`src/rtl/sys_bus_pkg.sv`:
```
// Shared types and constants for the sys_bus_ic system-bus interconnect.
package sys_bus_pkg;

    localparam int DATA_W = 32;
    localparam int BE_W   = 4;

    localparam logic [DATA_W-1:0] ERR_DATA_DEFAULT = 32'hBADB_0BAD;

    typedef enum logic [1:0] {
        IDLE = 2'd0,
        BUSY = 2'd1,
        RESP = 2'd2
    } bus_state_e;

endpackage

```
`src/rtl/sys_bus_timeout.sv`:
```
// Slave-response watchdog: counts waiting cycles, flags expiry at TIMEOUT-1.
module sys_bus_timeout #(
    parameter int TIMEOUT = 16
) (
    input  logic clk,
    input  logic rst_n,
    input  logic clr,
    input  logic en,
    output logic expired
);

    localparam int CNT_W = $clog2(TIMEOUT) + 1;

    logic [CNT_W-1:0] cnt_r;

    // Wait-cycle counter; clear wins over enable.
    always_ff @(posedge clk or negedge rst_n) begin
        if (!rst_n) begin
            cnt_r <= '0;
        end else if (clr) begin
            cnt_r <= '0;
        end else if (en) begin
            cnt_r <= cnt_r + CNT_W'(1);
        end else begin
            cnt_r <= cnt_r;
        end
    end

    assign expired = (cnt_r == CNT_W'(TIMEOUT - 1));

endmodule

```
`src/rtl/sys_bus_ic.sv`:
```
// System-bus interconnect: routes one LSU transaction at a time to a slave chosen by addr[31:SEL_LSB].
// Optional first-error address capture is enabled by defining SYS_BUS_ERR_CAPTURE_EN.
module sys_bus_ic
    import sys_bus_pkg::*;
#(
    parameter int                    N_SLAVES   = 8,
    parameter int                    SEL_LSB    = 24,
    parameter logic [N_SLAVES-1:0]   SLAVE_MASK = N_SLAVES'(8'hFF),
    parameter int                    TIMEOUT    = 16,
    parameter logic [DATA_W-1:0]     ERR_DATA   = ERR_DATA_DEFAULT
) (
    input  logic                       clk_i,
    input  logic                       resetn_i,
    input  logic                       m_req_i,
    input  logic                       m_we_i,
    input  logic [BE_W-1:0]            m_be_i,
    input  logic [DATA_W-1:0]          m_addr_i,
    input  logic [DATA_W-1:0]          m_wd_i,
    output logic [DATA_W-1:0]          m_rd_o,
    output logic                       m_ready_o,
    output logic                       m_err_o,
    output logic [N_SLAVES-1:0]        s_req_o,
    output logic                       s_we_o,
    output logic [BE_W-1:0]            s_be_o,
    output logic [DATA_W-1:0]          s_addr_o,
    output logic [DATA_W-1:0]          s_wd_o,
    input  logic [DATA_W*N_SLAVES-1:0] s_rd_i,
    input  logic [N_SLAVES-1:0]        s_ready_i
`ifdef SYS_BUS_ERR_CAPTURE_EN
    ,
    output logic                       err_valid_o,
    output logic [DATA_W-1:0]          err_addr_o,
    input  logic                       err_clr_i
`endif
);

    localparam int                IDX_W    = DATA_W - SEL_LSB;
    localparam logic [DATA_W-1:0] LOW_MASK = (32'd1 << SEL_LSB) - 32'd1;

    bus_state_e          state_r, state_nxt_s;
    logic [IDX_W-1:0]    idx_r, idx_nxt_s, req_idx_s;
    logic                req_mapped_s, sel_ready_s, expired_s;
    logic [DATA_W-1:0]   sel_rd_s, rd_r, rd_nxt_s, addr_r, wd_r;
    logic                err_r, err_nxt_s, ready_r, we_r;
    logic [BE_W-1:0]     be_r;
    logic [N_SLAVES-1:0] s_req_r, s_req_nxt_s;

    assign req_idx_s = m_addr_i[DATA_W-1:SEL_LSB];

    // AND-OR decode: out-of-range indices match no slave and so read as unmapped.
    always_comb begin
        req_mapped_s = 1'b0;
        sel_ready_s  = 1'b0;
        sel_rd_s     = '0;
        for (int i = 0; i < N_SLAVES; i++) begin
            req_mapped_s = req_mapped_s | ((32'(req_idx_s) == 32'(i)) & SLAVE_MASK[i]);
            sel_ready_s  = sel_ready_s  | ((32'(idx_r) == 32'(i)) & s_ready_i[i]);
            sel_rd_s     = sel_rd_s | ({DATA_W{32'(idx_r) == 32'(i)}} & s_rd_i[DATA_W*i +: DATA_W]);
        end
    end

    // Next-state and response-data selection; slave ready takes priority over expiry.
    always_comb begin
        state_nxt_s = state_r;
        idx_nxt_s   = idx_r;
        rd_nxt_s    = rd_r;
        err_nxt_s   = err_r;
        case (state_r)
            IDLE: begin
                if (m_req_i) begin
                    idx_nxt_s = req_idx_s;
                    if (req_mapped_s) begin
                        state_nxt_s = BUSY;
                        err_nxt_s   = 1'b0;
                    end else begin
                        state_nxt_s = RESP;
                        err_nxt_s   = 1'b1;
                        rd_nxt_s    = ERR_DATA;
                    end
                end else begin
                    state_nxt_s = IDLE;
                end
            end
            BUSY: begin
                if (sel_ready_s) begin
                    state_nxt_s = RESP;
                    rd_nxt_s    = sel_rd_s;
                    err_nxt_s   = 1'b0;
                end else if (expired_s) begin
                    state_nxt_s = RESP;
                    rd_nxt_s    = ERR_DATA;
                    err_nxt_s   = 1'b1;
                end else begin
                    state_nxt_s = BUSY;
                end
            end
            RESP:    state_nxt_s = IDLE;
            default: state_nxt_s = IDLE;
        endcase
    end

    // One-hot slave request for the coming cycle, so s_req_o comes straight from a flop.
    always_comb begin
        s_req_nxt_s = '0;
        for (int i = 0; i < N_SLAVES; i++) begin
            s_req_nxt_s[i] = (state_nxt_s == BUSY) && (32'(idx_nxt_s) == 32'(i));
        end
    end

    // State, response and request registers.
    always_ff @(posedge clk_i or negedge resetn_i) begin
        if (!resetn_i) begin
            state_r <= IDLE;
            idx_r   <= '0;
            rd_r    <= '0;
            err_r   <= 1'b0;
            ready_r <= 1'b0;
            s_req_r <= '0;
        end else begin
            state_r <= state_nxt_s;
            idx_r   <= idx_nxt_s;
            rd_r    <= rd_nxt_s;
            err_r   <= err_nxt_s;
            ready_r <= (state_nxt_s == RESP);
            s_req_r <= s_req_nxt_s;
        end
    end

    // Transaction attributes are latched once on acceptance and stay stable through BUSY.
    always_ff @(posedge clk_i or negedge resetn_i) begin
        if (!resetn_i) begin
            addr_r <= '0;
            wd_r   <= '0;
            be_r   <= '0;
            we_r   <= 1'b0;
        end else if ((state_r == IDLE) && m_req_i) begin
            addr_r <= m_addr_i;
            wd_r   <= m_wd_i;
            be_r   <= m_be_i;
            we_r   <= m_we_i;
        end else begin
            addr_r <= addr_r;
            wd_r   <= wd_r;
            be_r   <= be_r;
            we_r   <= we_r;
        end
    end

    sys_bus_timeout #(
        .TIMEOUT (TIMEOUT)
    ) u_timeout (
        .clk     (clk_i),
        .rst_n   (resetn_i),
        .clr     (state_r == IDLE),
        .en      ((state_r == BUSY) && !sel_ready_s),
        .expired (expired_s)
    );

    assign m_rd_o    = rd_r;
    assign m_ready_o = ready_r;
    assign m_err_o   = err_r;
    assign s_req_o   = s_req_r;
    assign s_we_o    = we_r;
    assign s_be_o    = be_r;
    assign s_addr_o  = addr_r & LOW_MASK;
    assign s_wd_o    = wd_r;

`ifdef SYS_BUS_ERR_CAPTURE_EN
    logic              err_valid_r, err_evt_s;
    logic [DATA_W-1:0] err_addr_r, err_evt_addr_s;

    // Unmapped errors are known while still in IDLE, before addr_r has been loaded.
    assign err_evt_s      = (state_nxt_s == RESP) && err_nxt_s;
    assign err_evt_addr_s = (state_r == IDLE) ? m_addr_i : addr_r;

    // Sticky first-error capture; a clear coinciding with a new error re-arms on that error.
    always_ff @(posedge clk_i or negedge resetn_i) begin
        if (!resetn_i) begin
            err_valid_r <= 1'b0;
            err_addr_r  <= '0;
        end else if (err_evt_s && (!err_valid_r || err_clr_i)) begin
            err_valid_r <= 1'b1;
            err_addr_r  <= err_evt_addr_s;
        end else if (err_clr_i) begin
            err_valid_r <= 1'b0;
            err_addr_r  <= '0;
        end else begin
            err_valid_r <= err_valid_r;
            err_addr_r  <= err_addr_r;
        end
    end

    assign err_valid_o = err_valid_r;
    assign err_addr_o  = err_addr_r;
`endif

endmodule

```
`config.mk`:
```
export PLATFORM = sky130hd
export DESIGN_NAME = sys_bus_ic
export DESIGN_NICKNAME = d
export VERILOG_FILES = /design/src/rtl/sys_bus_pkg.sv /design/src/rtl/sys_bus_timeout.sv /design/src/rtl/sys_bus_ic.sv
export SDC_FILE = /design/constraint.sdc
export NUM_CORES = 1
export LEC_CHECK = 0
export ABC_AREA = 1
export CAP_MARGIN = 0
export CORE_AREA = 2 2 174 176
export DETAILED_ROUTE_END_ITERATION = 8
export DIE_AREA = 0 0 176 178
export SYNTH_ARGS = -nofsm -noshare
export SYNTH_HDL_FRONTEND = slang
export SYNTH_SLANG_ARGS = --single-unit
```
`constraint.sdc`:
```
create_clock -name clk_i -period 3.4 [get_ports clk_i]
set_clock_uncertainty 0.1 [all_clocks]
set_input_delay 0.68 -clock clk_i [delete_from_list [all_inputs] [get_ports clk_i]]
set_output_delay 0.68 -clock clk_i [all_outputs]
set_load 0.02 [all_outputs]
```
==> results of run 1 <==
## cells in the mapped netlist
library cell	n	area share (%)
clkbuf_1	31	1.7
and3_1	20	1.9
nand3_1	108	8.1
nor2_2	6	0.56
nand2_1	534	30
nor3_2	3	0.45
buf_4	14	1.6
o21ai_1	10	0.75
nand2_4	1	0.17
inv_2	7	0.39
a21oi_1	8	0.60
dfrtp_1	118	44
nand4_1	28	2.6
xor2_1	1	0.13
buf_2	13	0.97
nand2_2	2	0.19
nor2_1	36	2.0
buf_6	2	0.34
o21ai_0	16	1.2
ha_1	2	0.37
inv_1	26	1.5
conb_1	1	0.056
xnor2_1	1	0.13
## registers in the layout, indices dropped and copies added (netlist names)
register         count
s_be_o               4
idx_r                8
addr_r              24
m_err_o              1
state_r              2
s_req_o              8
m_rd_o              32
s_we_o               1
m_ready_o            1
s_wd_o              32
u_timeout.cnt_r      5
## power by group through the flow
stage	clock, mW	combinational (mW)	sequential (mW)
2_1_floorplan	0	0.283	1.89
4_1_cts	1.80	1.35	1.69
3_3_place_gp	0	1.33	1.70
3_5_place_dp	0	1.34	1.70
5_1_grt	1.87	1.44	1.71
6_report	1.74	1.33	1.68
## how the worst max path moves through the flow
stage | end | slack, ps | cells past startpoint
finish | m_rd_o[21] | 960 | 8
global route | m_rd_o[24] | 810 | 8
CTS | m_rd_o[21] | 960 | 8
detailed placement | s_req_o[5] | 620 | 6
global placement | s_req_o[5] | 680 | 6
floorplan | s_req_o[0] | 1620 | 8
## stage by stage
stage	instance area (um^2)	hold slack (ps)	cells
6_report	11980	162.9	1815
2_1_floorplan	6700	284.4	995
5_1_grt	11970	225.0	1813
3_5_place_dp	11400	364.4	1776
3_3_place_gp	11400	360.5	1776
4_1_cts	11960	198.2	1808
## logic make-up (layout without fill, tap and decap cells)
family	after synthesis	count (layout)	share of synthesized area [%]
compound gates	34	34	2.550
xor+xnor	2	2	0.2625
fa+ha+maj	2	2	0.3749
buf+inv	93	516	6.487
flops	118	118	44.24
other cells	1	15	0.05619
simple gates	738	738	46.03
## routing by layer
metal	up-vias	global-route usage [%]
li1	3950	-
met1	3732	23.78
met2	321	33.09
met3	31	7.374
met4	2	5.992
met5	-	0
## critical path, delay by kind of cell, from the launching register on
family	cells	cell delay (ps)
buffers and inverters	2	450
DFF	1	380
AOI/OAI and AO/OA	1	80
and+or+nand+nor	5	1340
## area by class of cell
class                   count  area (um^2)
fillers                  3046        17420
repair buffers            451         4496
multi-input cells         784         3341
flip-flops and latches    118         2953
well taps                 390        488.0
clock buffers              17        425.4
clock inverters            15        133.9
inverters                  33        123.9
diodes                      7        17.52
==> impl_metrics.ini, run 1 <==
[clocking]
numCtsBuffers = 17
cts_setup_buffers = 0
clkLatencyLatePin_ps = 410
cts.reportedPaths.clkPinSlew_ps = 70
post_cts_resized = 0
clkSinkCount = 118
clk_path_buf_depth = 2
cts-htree-levels = 4
tritoncts = built
hold_buffers = 0
root_buffer = clkbuf_16

[grt]
grt_pass1_wl_um = 47050
antenna_found_initial = 6
gr-total-overflow = 0
grt_max_degree = 74
first_global_vias = 8115
grt.total_usage_pct = 19.81

[die]
die_h_um = 178
start_util_pct = 22.70
die_w_um = 176
placementRows = 63
die_area_um2 = 31330
core_area_um2 = 29400
boundaryPins = 447

[worst_setup_path]
cp-start-kind = flip-flop
slowest_delay_ps = 840
path_cells = inv_1 > nand2_1 > nor3_4 > buf_4 > nand2_1 > nand4_1 > o21ai_1 > nand2_1
rr_worst_depth = 8
cp-startpoint = idx_r[3]
critPathRequiredTime_ps = 3640
r2r-start = idx_r[3]
worst_r2r_endpoint = m_rd_o[21]
crit_arrival_ps = 2680
cp_max_fo = 20
worstSetupPathType = flip-flop to flip-flop
critPathSlowestCell = nor3_4
crit_top_cell = nand2_1
r2r_setup_slack_ps = 960
endpoint_kind = flip-flop

[detailed_routing]
ant_nets = 0
met3_wirelength_um = 3083
vias = 8036
firstDrtPassIters = 4
drc = 0
avgRoutedWirePerCell_um = 17.63
wl_met1_um = 13110
drtIter0Drc = 383
wl_met2_um = 15140
routed_wl_um = 32000
viasPerCell = 4.428
top_layer_used = met5

[layout]
drive_above_1_share_pct = 4.654
area_growth_pct = 79.47
fin_util_pct = 40.74
final_common_cell = nand2_1
nNetsFinal = 1743
most-common-layout-cells = nand2_1, clkdlybuf4s50_1, dfrtp_1

[power]
p_int_mw = 3.243
power_switching_mw = 1.509
leakagePower_nw = 5.221
finalPower_mw = 4.753
pwr-share-clk_pct = 36.6
pwr-share-comb_pct = 27.9
seqPwrFrac_pct = 35.5
p_per_area_nw_per_um2 = 396.8
swShare_pct = 31.76
ir_worst_vdd_mv = 0.3106

[logic_synthesis]
ys_seq_area_share_pct = 44.24
synth_cell_types = 23
synth_cells = 988
syn_area_um2 = 6674
ys_seq_elements = 118
yosys_warnings = 0
syn_avg_cell_area_um2 = 6.755

[placement]
port_buffers = 438
hpwl_um = 24180
place_congestion = 0.8260
pre_cts_slack_ps = 618.8

[sta]
tns_ps = 0
max_slew_margin_pct = 32.96
setup_ws_ps = 956.9
layout_min_cycle_time_ps = 2443
min_period_over_period_pct = 71.86
rsz0062_at_grt = false
hold_viol_final = 0
fmax_mhz = 409.3
drv_slew = 0
worst_slew_pin_slew_ps = 1002
final-setup-viol-count = 0

[outcome]
status = finished, final reports clean

[worst_hold_path]
hold_class = primary input to asynchronous set/reset pin

[run]
maxCapViolCount = 0
No activity file was read; power rests on OpenSTA's default activity.
==> run 2: changes to the inputs <==
Settings changed: CORE_AREA 2 2 174 176 to 2 2 176 178, DIE_AREA 0 0 176 178 to 0 0 178 180.
Clock period 3.4 ns to 2.5 ns, I/O delays scaled along.
==> impl_metrics.ini, run 2 (synthesized netlist as in run 1, its figures left out) <==
[detailed_routing]
firstDrtPassIters = 5
avgRoutedWirePerCell_um = 17.96
viasPerCell = 4.420
drc = 0
routed_wl_um = 32920
drtIter0Drc = 408
ant_nets = 0
vias = 8102

[sta]
rsz0062_at_grt = false
layout_min_cycle_time_ps = 2156
drv_slew = 0
final-setup-viol-count = 0
max_slew_margin_pct = 55.97
min_period_over_period_pct = 86.24
hold_viol_final = 0
setup_ws_ps = 344.1
worst_slew_pin_slew_ps = 660.4
hold_ws_ps = 379.4
fmax_mhz = 463.8
tns_ps = 0

[run]
maxCapViolCount = 0

[clocking]
clkSinkCount = 118
numCtsBuffers = 17
clk_path_buf_depth = 2
cts-htree-levels = 4
cts.reportedPaths.clkPinSlew_ps = 60
root_buffer = clkbuf_16
post_cts_resized = 0
tritoncts = built
clkLatencyLatePin_ps = 410

[worst_setup_path]
slowest_delay_ps = 380
crit_arrival_ps = 2400
critPathRequiredTime_ps = 2740
critPathSlowestCell = dfrtp_1
cp_max_fo = 20
worstSetupPathType = flip-flop to flip-flop
cp-start-kind = flip-flop
endpoint_kind = flip-flop
path_cells = nor2_2 > nand2_4 > inv_2 > nand2_1 > inv_2 > buf_4 > nand2_1 > nand4_1 > o21ai_1 > nand2_1
crit_top_cell = nand2_1

[worst_hold_path]
hold_class = flip-flop to flip-flop

[layout]
drive_above_1_share_pct = 5.652
most-common-layout-cells = nand2_1, clkdlybuf4s50_1, dfrtp_1
fill_cells = 3124
area_growth_pct = 83.07
final_common_cell = nand2_1
nNetsFinal = 1758
fin_util_pct = 40.47

[power]
leakagePower_nw = 5.344
p_per_area_nw_per_um2 = 550.6
ir_worst_vdd_mv = 0.4127
finalPower_mw = 6.727

[grt]
gr-total-overflow = 0
grt_max_degree = 63
grt_pass1_wl_um = 48500
antenna_found_initial = 4
first_global_vias = 8177
grt.total_usage_pct = 20.09

[die]
start_util_pct = 22.11
boundaryPins = 447
core_area_um2 = 30190
placementRows = 64
die_area_um2 = 32040
die_w_um = 178
die_h_um = 180

[placement]
port_buffers = 438
place_congestion = 0.9077
hpwl_um = 25260
pre_cts_slack_ps = 128.8

[outcome]
status = finished, final reports clean
==> run 2: changes by cell type in the layout (fill, tap and decap cells not counted), moves of 3 or more <==
cell	change
clkinv_4	-3
buf_12	+5
buf_4	+9
diode_2	-3
bufinv_16	+3
==> run 2: report_power, final <==
part           internal [mW]  switching, mW
Sequential              2.15          0.140
Clock                   1.60           1.03
Combinational          0.966          0.847
==> run 2: layer usage <==
metal	global-route usage, %	vias up	share of wire, %
li1	-	3982	-
met5	0	-	0
met1	23.47	3736	40
met3	7.191	40	9.6
met4	7.902	0	3.1
met2	33.33	344	47
==> run 2: critical path: cells and delay by family, from the launching register on <==
family	cells	cell delay (ps)
compound gates	1	100
simple gates	6	650
flops	1	380
buf+inv	3	830
==> run 2: path summary, 6_finish.rpt <==
| kind | start | endpoint | slack (ps) | cells after the start |
|---|---|---|---|---|
| worst min-delay path | s_wd_o[26] | s_wd_o[26] | 380 | 2 |
| worst max register to register | idx_r[7] | m_rd_o[24] | 340 | 10 |
| worst max-delay path | idx_r[7] | m_rd_o[24] | 340 | 10 |
| min in group asynchronous | resetn_i | s_wd_o[7] | 460 | 2 |
| worst min register to register | s_wd_o[26] | s_wd_o[26] | 380 | 2 |
| max in group asynchronous | resetn_i | s_wd_o[16] | 1220 | 3 |
==> run 2: layout make-up <==
class                      count  area, um^2  area share (%)
timing repair buffer         466        4673           38.25
multi-input combinational    784        3343           27.36
sequential                   118        2953           24.17
tap                          396       495.5           4.055
clock buffer                  17       425.4           3.482
clock inverter                15       193.9           1.587
inverter                      33       123.9           1.014
antenna                        4       10.01         0.08193
==> run 2: timing repair <==
action                                  CTS  global route
endpoints found under the hold margin    36             0
setup buffers                             0             0
endpoints found under the setup margin    0             0
hold buffers                              1             0
==> run 2: per-stage QoR <==
| step | cells | area [um^2] |
|---|---|---|
| 6_report | 1833 | 12220 |
| 5_1_grt | 1832 | 12220 |
| 4_1_cts | 1829 | 12210 |
| 3_5_place_dp | 1796 | 11580 |
| 3_3_place_gp | 1796 | 11580 |
| 2_1_floorplan | 995 | 6700 |
